**config.mk**
```make
export PLATFORM = sky130hd
export DESIGN_NAME = audio_sample_dac_flat
export DESIGN_NICKNAME = d
export VERILOG_FILES = /design/src/rtl/audio_pkg.sv /design/src/rtl/audio_sample_dac_if.sv /design/src/rtl/audio_sample_dac_fifo.sv /design/src/rtl/audio_sample_dac.sv /design/src/flat_wrapper.sv
export SDC_FILE = /design/constraint.sdc
export NUM_CORES = 1
export LEC_CHECK = 0
export BUFFER_PORTS_ARGS = -buffer_cell sky130_fd_sc_hd__buf_4
export CORE_ASPECT_RATIO = 1.75
export CORE_MARGIN = 2
export CORE_UTILIZATION = 40
export DETAILED_ROUTE_END_ITERATION = 10
export GPL_TIMING_DRIVEN = 0
export PLACE_DENSITY = 0.6
export SKIP_LAST_GASP = 1
export SYNTH_ARGS = -nofsm -noshare
export SYNTH_HDL_FRONTEND = slang
export SYNTH_SLANG_ARGS = --single-unit
```
**constraint.sdc**
```tcl
create_clock -name clk -period 6.8 [get_ports clk]
set_clock_uncertainty 0.2 [all_clocks]
set_input_delay 0.68 -clock clk [delete_from_list [all_inputs] [get_ports clk]]
set_output_delay 0.68 -clock clk [all_outputs]
set_load 0.01 [all_outputs]
```
**src/rtl/audio_pkg.sv**
```systemverilog
// Shared audio constants and the offset-binary sample type.
// Used by the voice, the mixer and this DAC.
package audio_pkg;

  localparam int BITDEPTH        = 14;
  localparam int SAMPLECLOCK_DIV = 8;
  localparam int FIFO_AW         = 2;

  typedef logic [BITDEPTH-1:0] sample_t;

  // Offset-binary silence: only the MSB set.
  localparam sample_t MIDSCALE = {1'b1, {(BITDEPTH-1){1'b0}}};

endpackage

```
**src/rtl/audio_sample_dac_if.sv**
```systemverilog
// Valid/ready sample stream into the DAC.
// The producer takes the master modport and the DAC takes the slave modport.
interface audio_sample_dac_if;
  import audio_pkg::*;

  sample_t in_sample;
  logic    in_valid;
  logic    in_ready;

  modport master (output in_sample, output in_valid, input in_ready);
  modport slave  (input in_sample, input in_valid, output in_ready);

endinterface

```
**src/rtl/audio_sample_dac_fifo.sv**
```systemverilog
// Small sample FIFO with push/pop/level and a synchronous flush.
// A pop while empty is ignored, and so is a push while full.
module sample_fifo #(
  parameter int WIDTH = 14,
  parameter int AW    = 2
) (
  input  logic             clk,
  input  logic             rst,
  input  logic             flush,
  input  logic             push,
  input  logic             pop,
  input  logic [WIDTH-1:0] wdata,
  output logic [WIDTH-1:0] head,
  output logic [AW:0]      level
);

  localparam int         DEPTH     = 1 << AW;
  localparam logic [AW:0] LEVEL_MAX = (AW+1)'(DEPTH);

  logic [WIDTH-1:0] mem [DEPTH];
  logic [AW-1:0]    wptr;
  logic [AW-1:0]    rptr;
  logic             do_push;
  logic             do_pop;

  assign do_push = push && (level < LEVEL_MAX);
  assign do_pop  = pop && (level != '0);
  assign head    = mem[rptr];

  always_ff @(posedge clk or negedge rst) begin
    if (!rst) begin
      wptr  <= '0;
      rptr  <= '0;
      level <= '0;
    end else if (flush) begin
      wptr  <= '0;
      rptr  <= '0;
      level <= '0;
    end else begin
      if (do_push) wptr <= wptr + 1'b1;
      if (do_pop)  rptr <= rptr + 1'b1;
      case ({do_push, do_pop})
        2'b10:   level <= level + 1'b1;
        2'b01:   level <= level - 1'b1;
        default: level <= level;
      endcase
    end
  end

  // The storage array has no reset; only the pointers and the level define
  // which entries are valid.
  always_ff @(posedge clk) begin
    if (do_push && !flush) mem[wptr] <= wdata;
  end

endmodule

```
**src/rtl/audio_sample_dac.sv**
```systemverilog
// Consumer end of the voice sample stream. Samples are buffered, released
// one per sample tick, and converted to 1-bit PDM by a first-order sigma-delta.
module audio_sample_dac
  import audio_pkg::*;
(
  input  logic                 clk,
  input  logic                 rst,
  input  logic                 enable,
  audio_sample_dac_if.slave    in_bus,
  input  logic                 underrun_clr,
  output logic                 underrun,
  output logic [FIFO_AW:0]     fifo_level,
  output logic                 sample_tick,
  output logic                 pdm_out
);

  localparam logic [FIFO_AW:0] FIFO_DEPTH = (FIFO_AW+1)'(1 << FIFO_AW);

  logic [SAMPLECLOCK_DIV-1:0] tick_cnt;
  sample_t                    cur_sample;
  sample_t                    fifo_head;
  logic [BITDEPTH-1:0]        acc;
  logic [BITDEPTH:0]          sum;
  logic                       primed;
  logic                       push;
  logic                       pop;
  logic                       fifo_empty;

  // Reset is included so that in_ready is low while the block is held in reset.
  assign in_bus.in_ready = rst && enable && (fifo_level < FIFO_DEPTH);
  assign push            = in_bus.in_valid && in_bus.in_ready;
  assign fifo_empty      = (fifo_level == '0);
  assign sample_tick     = enable && (tick_cnt == '1);
  assign pop             = sample_tick && !fifo_empty;
  assign sum             = {1'b0, acc} + {1'b0, cur_sample};

  sample_fifo #(
    .WIDTH (BITDEPTH),
    .AW    (FIFO_AW)
  ) u_fifo (
    .clk   (clk),
    .rst   (rst),
    .flush (!enable),
    .push  (push),
    .pop   (pop),
    .wdata (in_bus.in_sample),
    .head  (fifo_head),
    .level (fifo_level)
  );

  // The counter wraps naturally at 2^DIV, so the tick cycle also restarts it.
  always_ff @(posedge clk or negedge rst) begin
    if (!rst)        tick_cnt <= '0;
    else if (enable) tick_cnt <= tick_cnt + 1'b1;
    else             tick_cnt <= '0;
  end

  always_ff @(posedge clk or negedge rst) begin
    if (!rst) begin
      cur_sample <= MIDSCALE;
      primed     <= 1'b0;
    end else if (!enable) begin
      cur_sample <= MIDSCALE;
      primed     <= 1'b0;
    end else begin
      if (pop)  cur_sample <= fifo_head;
      if (push) primed     <= 1'b1;
    end
  end

  // When an underrun and a clear land in the same cycle, the set takes priority.
  always_ff @(posedge clk or negedge rst) begin
    if (!rst)                                    underrun <= 1'b0;
    else if (sample_tick && fifo_empty && primed) underrun <= 1'b1;
    else if (underrun_clr)                       underrun <= 1'b0;
  end

  always_ff @(posedge clk or negedge rst) begin
    if (!rst) begin
      acc     <= '0;
      pdm_out <= 1'b0;
    end else begin
      acc     <= sum[BITDEPTH-1:0];
      pdm_out <= sum[BITDEPTH];
    end
  end

endmodule

```
**src/flat_wrapper.sv**
```systemverilog
// flat-port wrapper written by rule: the top's interface ports become plain ports
module audio_sample_dac_flat import audio_pkg::*;
  (clk, rst, enable, underrun_clr, underrun, fifo_level, sample_tick, pdm_out, in_bus_in_sample, in_bus_in_valid, in_bus_in_ready);
  audio_sample_dac_if in_bus_i ();
  input  logic clk;
  input  logic rst;
  input  logic enable;
  input  logic underrun_clr;
  output logic underrun;
  output logic [FIFO_AW:0] fifo_level;
  output logic sample_tick;
  output logic pdm_out;
  input wire logic [$bits(in_bus_i.in_sample)-1:0] in_bus_in_sample;
  input wire logic [$bits(in_bus_i.in_valid)-1:0] in_bus_in_valid;
  output wire logic [$bits(in_bus_i.in_ready)-1:0] in_bus_in_ready;
  assign in_bus_i.in_sample = in_bus_in_sample;
  assign in_bus_i.in_valid = in_bus_in_valid;
  assign in_bus_in_ready = in_bus_i.in_ready;
  audio_sample_dac u_core (.clk(clk), .rst(rst), .enable(enable), .in_bus(in_bus_i), .underrun_clr(underrun_clr), .underrun(underrun), .fifo_level(fifo_level), .sample_tick(sample_tick), .pdm_out(pdm_out));
endmodule
```
==> qor.yml <==
status: "complete, no violations"
finalInstanceArea_um2: 5100
std_cell_rows: 51
count_leader_synth: "sky130_fd_sc_hd__edfxtp_1"
power.density_nw_per_um2: 234
first_iter_violations: 136
chipHeight_um: 144
rsz0062_at_grt: "false"
critical_path_required_ns: 6.57
vias: 2460
worst_vdd_drop_mv: 0.166
source_to_sink_clock_delay_at_the_later_pin_of_the_worst_skew_pair_ns: 0.35
detailed_place.area_um2: 4820
yosys.area.top_type_share: 0.377
post-route-drc-count: 0
endpoint_kind: "register"
post-route-util: 0.465
worst_r2r_endpoint: "u_core.u_fifo.level[1]"
critPathLaunchType: "input port"
layout-drive-gt1-share: 0.215
timing.max_cap.violations: 0
ys_ff_latch: 102
mean_syn_cell_area_um2: 15.0
numCtsBuffers: 9
timing.critical_path.arrival_ns: 2.52
clock_power_share: 0.412
r2r.worst_path.cells: 8
yosysSeqAreaShare: 0.635
finalCriticalPeriod_ns: 2.75
fillerInstances: 996
worst-slew-pin-transition_ns: 0.794
gr-usage-all-layers: 0.135
worstSetupPathType: "input port to register"
largest_family_of_logic_cells_by_synthesized_area: "compound AO/OA/AOI/OAI gates"
final.setup.tns_ns: 0
critical_path_peak_fanout: 48
initial_core_util: 0.407
antenna_cells_inserted: 0
synth_compound_gate_area_share: 0.0861
floorplan.core_area_um2: 11000
synth-adder-area-share: 0.0622
yosys_warnings: 0
routed_wl_um: 7410
average_detailed_routed_wire_length_per_instance_um: 15.7
drt.antenna.violating_nets: 0
power.net_switching_w: 0.000262
leakage_nw: 2.08
dpl_worst_slack_ns: 3.55
timing_hold_violations_final: 0
share_of_power_burned_in_registers: 0.556
synth_async_sr_flop_share: 0.451
clock_tree.htree_level_count: 3
netlist_instances: 298
clockRootBuffer: "sky130_fd_sc_hd__clkbuf_16"
class_of_the_most_critical_hold_timing_path: "input port to async pin"
gp_congestion: 0.802
number_of_antenna_violations_at_the_first_check_in_global_routing: 0
drtPass1Iterations: 4
setup_slack_after_layout_ns: 4.05
areaGrowthSynthToFinish_pct: 14.4
floorplan.die.width_um: 83.9
maximum_frequency_from_static_timing_analysis_ghz: 0.364
total_power_w: 0.00120
grt_pass1_wl_um: 12600
crit_path_start: "rst"
p_sw_frac: 0.219
global_route.overflow_total: 0
number_of_max_slew_violations_in_the_final_report: 0
area.sequential_um2: 2830
setup_viol: 0
tritoncts: "done"
synth_area_um2: 4460
syn_nets: 338
grt_pass1_vias: 2622
layout.nets: 374
period_share: 0.404
grt_max_degree: 49
synth-simple-area-share: 0.0819
ys_types: 53
top_level_ports: 26
synth_top_area_cell: "sky130_fd_sc_hd__edfxtp_1"
synth_top_cells_by_count: "sky130_fd_sc_hd__edfxtp_1, sky130_fd_sc_hd__dfrtp_1, sky130_fd_sc_hd__nor2_1"
viasPerCell: 5.22
internal_power_w: 0.000933
postCtsResizedCells: 0
relSlewSlack: 0.471
cts.sinks: 102
design.die.area_um2: 12100
ff2ff_setup_slack_ns: 4.32
cts_max_path_buffers: 2
ys_top_cells_by_area: "sky130_fd_sc_hd__edfxtp_1, sky130_fd_sc_hd__dfrtp_1, sky130_fd_sc_hd__mux4_2, sky130_fd_sc_hd__ha_1, sky130_fd_sc_hd__xnor2_1"
post_synth_xor_area_fraction: 0.0449
synth-edff-count: 56
muxShareOfSynthArea: 0.0729
hpwl_um: 5280
post_cts_buffers: 0
p_comb_frac: 0.032
placement.io_buffers: 25
multi_input_comb_area_um2: 1550
clkTransAtPathRegs_ns: 0.07
post_cts_hold_buffer_count: 0
synthFlopType: "sky130_fd_sc_hd__edfxtp_1"
rr_startpoint: "u_core.tick_cnt[0]"
-- sequential cells by signal, summed over array words and instances, names as in the netlist --
name,count
u_core.pdm_out,1
u_core.u_fifo.rptr,2
u_core.u_fifo.wptr,2
u_core.primed,1
u_core.cur_sample,14
u_core.u_fifo.level,3
u_core.acc,14
u_core.u_fifo.mem,56
u_core.tick_cnt,8
u_core.underrun,1
-- through the flow --
stage	instances	hold slack [ns]
floorplan	298	0.184
global placement	455	0.262
detailed placement	455	0.268
CTS	471	0.158
global route	471	0.183
finish	471	0.133
-- cells in the final DEF, fill, tap and decap left out, types with 3 or more instances in the layout --
master and n:
sky130_fd_sc_hd__xor2_1 6, sky130_fd_sc_hd__mux4_2 14, sky130_fd_sc_hd__nand2_1 16, sky130_fd_sc_hd__clkbuf_1 3, sky130_fd_sc_hd__clkbuf_16 9, sky130_fd_sc_hd__dfrtp_1 45, sky130_fd_sc_hd__a22o_1 9, sky130_fd_sc_hd__ha_1 19
sky130_fd_sc_hd__o31ai_1 3, sky130_fd_sc_hd__xnor2_1 15, sky130_fd_sc_hd__a21o_1 5, sky130_fd_sc_hd__nand3_1 5, sky130_fd_sc_hd__buf_4 26, sky130_fd_sc_hd__inv_1 7, sky130_fd_sc_hd__nor3_1 5, sky130_fd_sc_hd__nor2_1 22
sky130_fd_sc_hd__o21ai_0 6, sky130_fd_sc_hd__buf_2 4, sky130_fd_sc_hd__a21oi_1 10, sky130_fd_sc_hd__and2_1 6, sky130_fd_sc_hd__edfxtp_1 56, sky130_fd_sc_hd__a22o_2 4
-- routing by layer --
| layer | vias to the layer above | wire (um) | GRT usage |
|---|---|---|---|
| met5 | - | 0 | 0 |
| met4 | 0 | 171 | 0.0679 |
| met2 | 24 | 4070 | 0.248 |
| met1 | 1228 | 3030 | 0.149 |
| met3 | 12 | 135 | 0.0235 |
| li1 | 1196 | - | - |
-- critical path: stages --
cell,delay [ns]
sky130_fd_sc_hd__buf_4,0.47
sky130_fd_sc_hd__nand2_1,0.20
sky130_fd_sc_hd__nor3_4,0.23
sky130_fd_sc_hd__buf_2,0.25
sky130_fd_sc_hd__and2_1,0.67
-- power groups by stage --
| stage | Sequential (W) | Combinational [W] | Clock (W) |
|---|---|---|---|
| after floorplan | 0.000677 | 0.0000167 | 0 |
| after global placement | 0.000677 | 0.0000390 | 0 |
| after detailed placement | 0.000677 | 0.0000402 | 0 |
| after CTS | 0.000664 | 0.0000403 | 0.000506 |
| after global routing | 0.000665 | 0.0000438 | 0.000533 |
| final | 0.000664 | 0.0000388 | 0.000492 |
-- cell type report --
cell class	count	area share
repair buffers	25	0.0368
clock buffers	9	0.0441
inverters	7	0.00515
flip-flops and latches	102	0.555
clock inverters	7	0.0125
multi-input cells	180	0.304
well taps	132	0.0324
plain buffers	9	0.00980
-- worst max-delay path by stage --
stage and endpoint:
6_report u_core.u_fifo.mem[1][3], 5_1_grt u_core.u_fifo.mem[3][3], 4_1_cts u_core.u_fifo.mem[3][13], 3_5_place_dp u_core.u_fifo.mem[0][11], 3_3_place_gp u_core.u_fifo.mem[3][11], 2_1_floorplan u_core.u_fifo.level[1]
-- logic make-up after synthesis --
family | after synthesis
adder cells (fa/ha/maj) | 21
multiplexers | 15
flip-flops | 102
XOR/XNOR | 22
AO/OA/AOI/OAI | 52
AND/OR/NAND/NOR | 70
buffers and inverters | 16
Power figures use the tool's default switching activity.
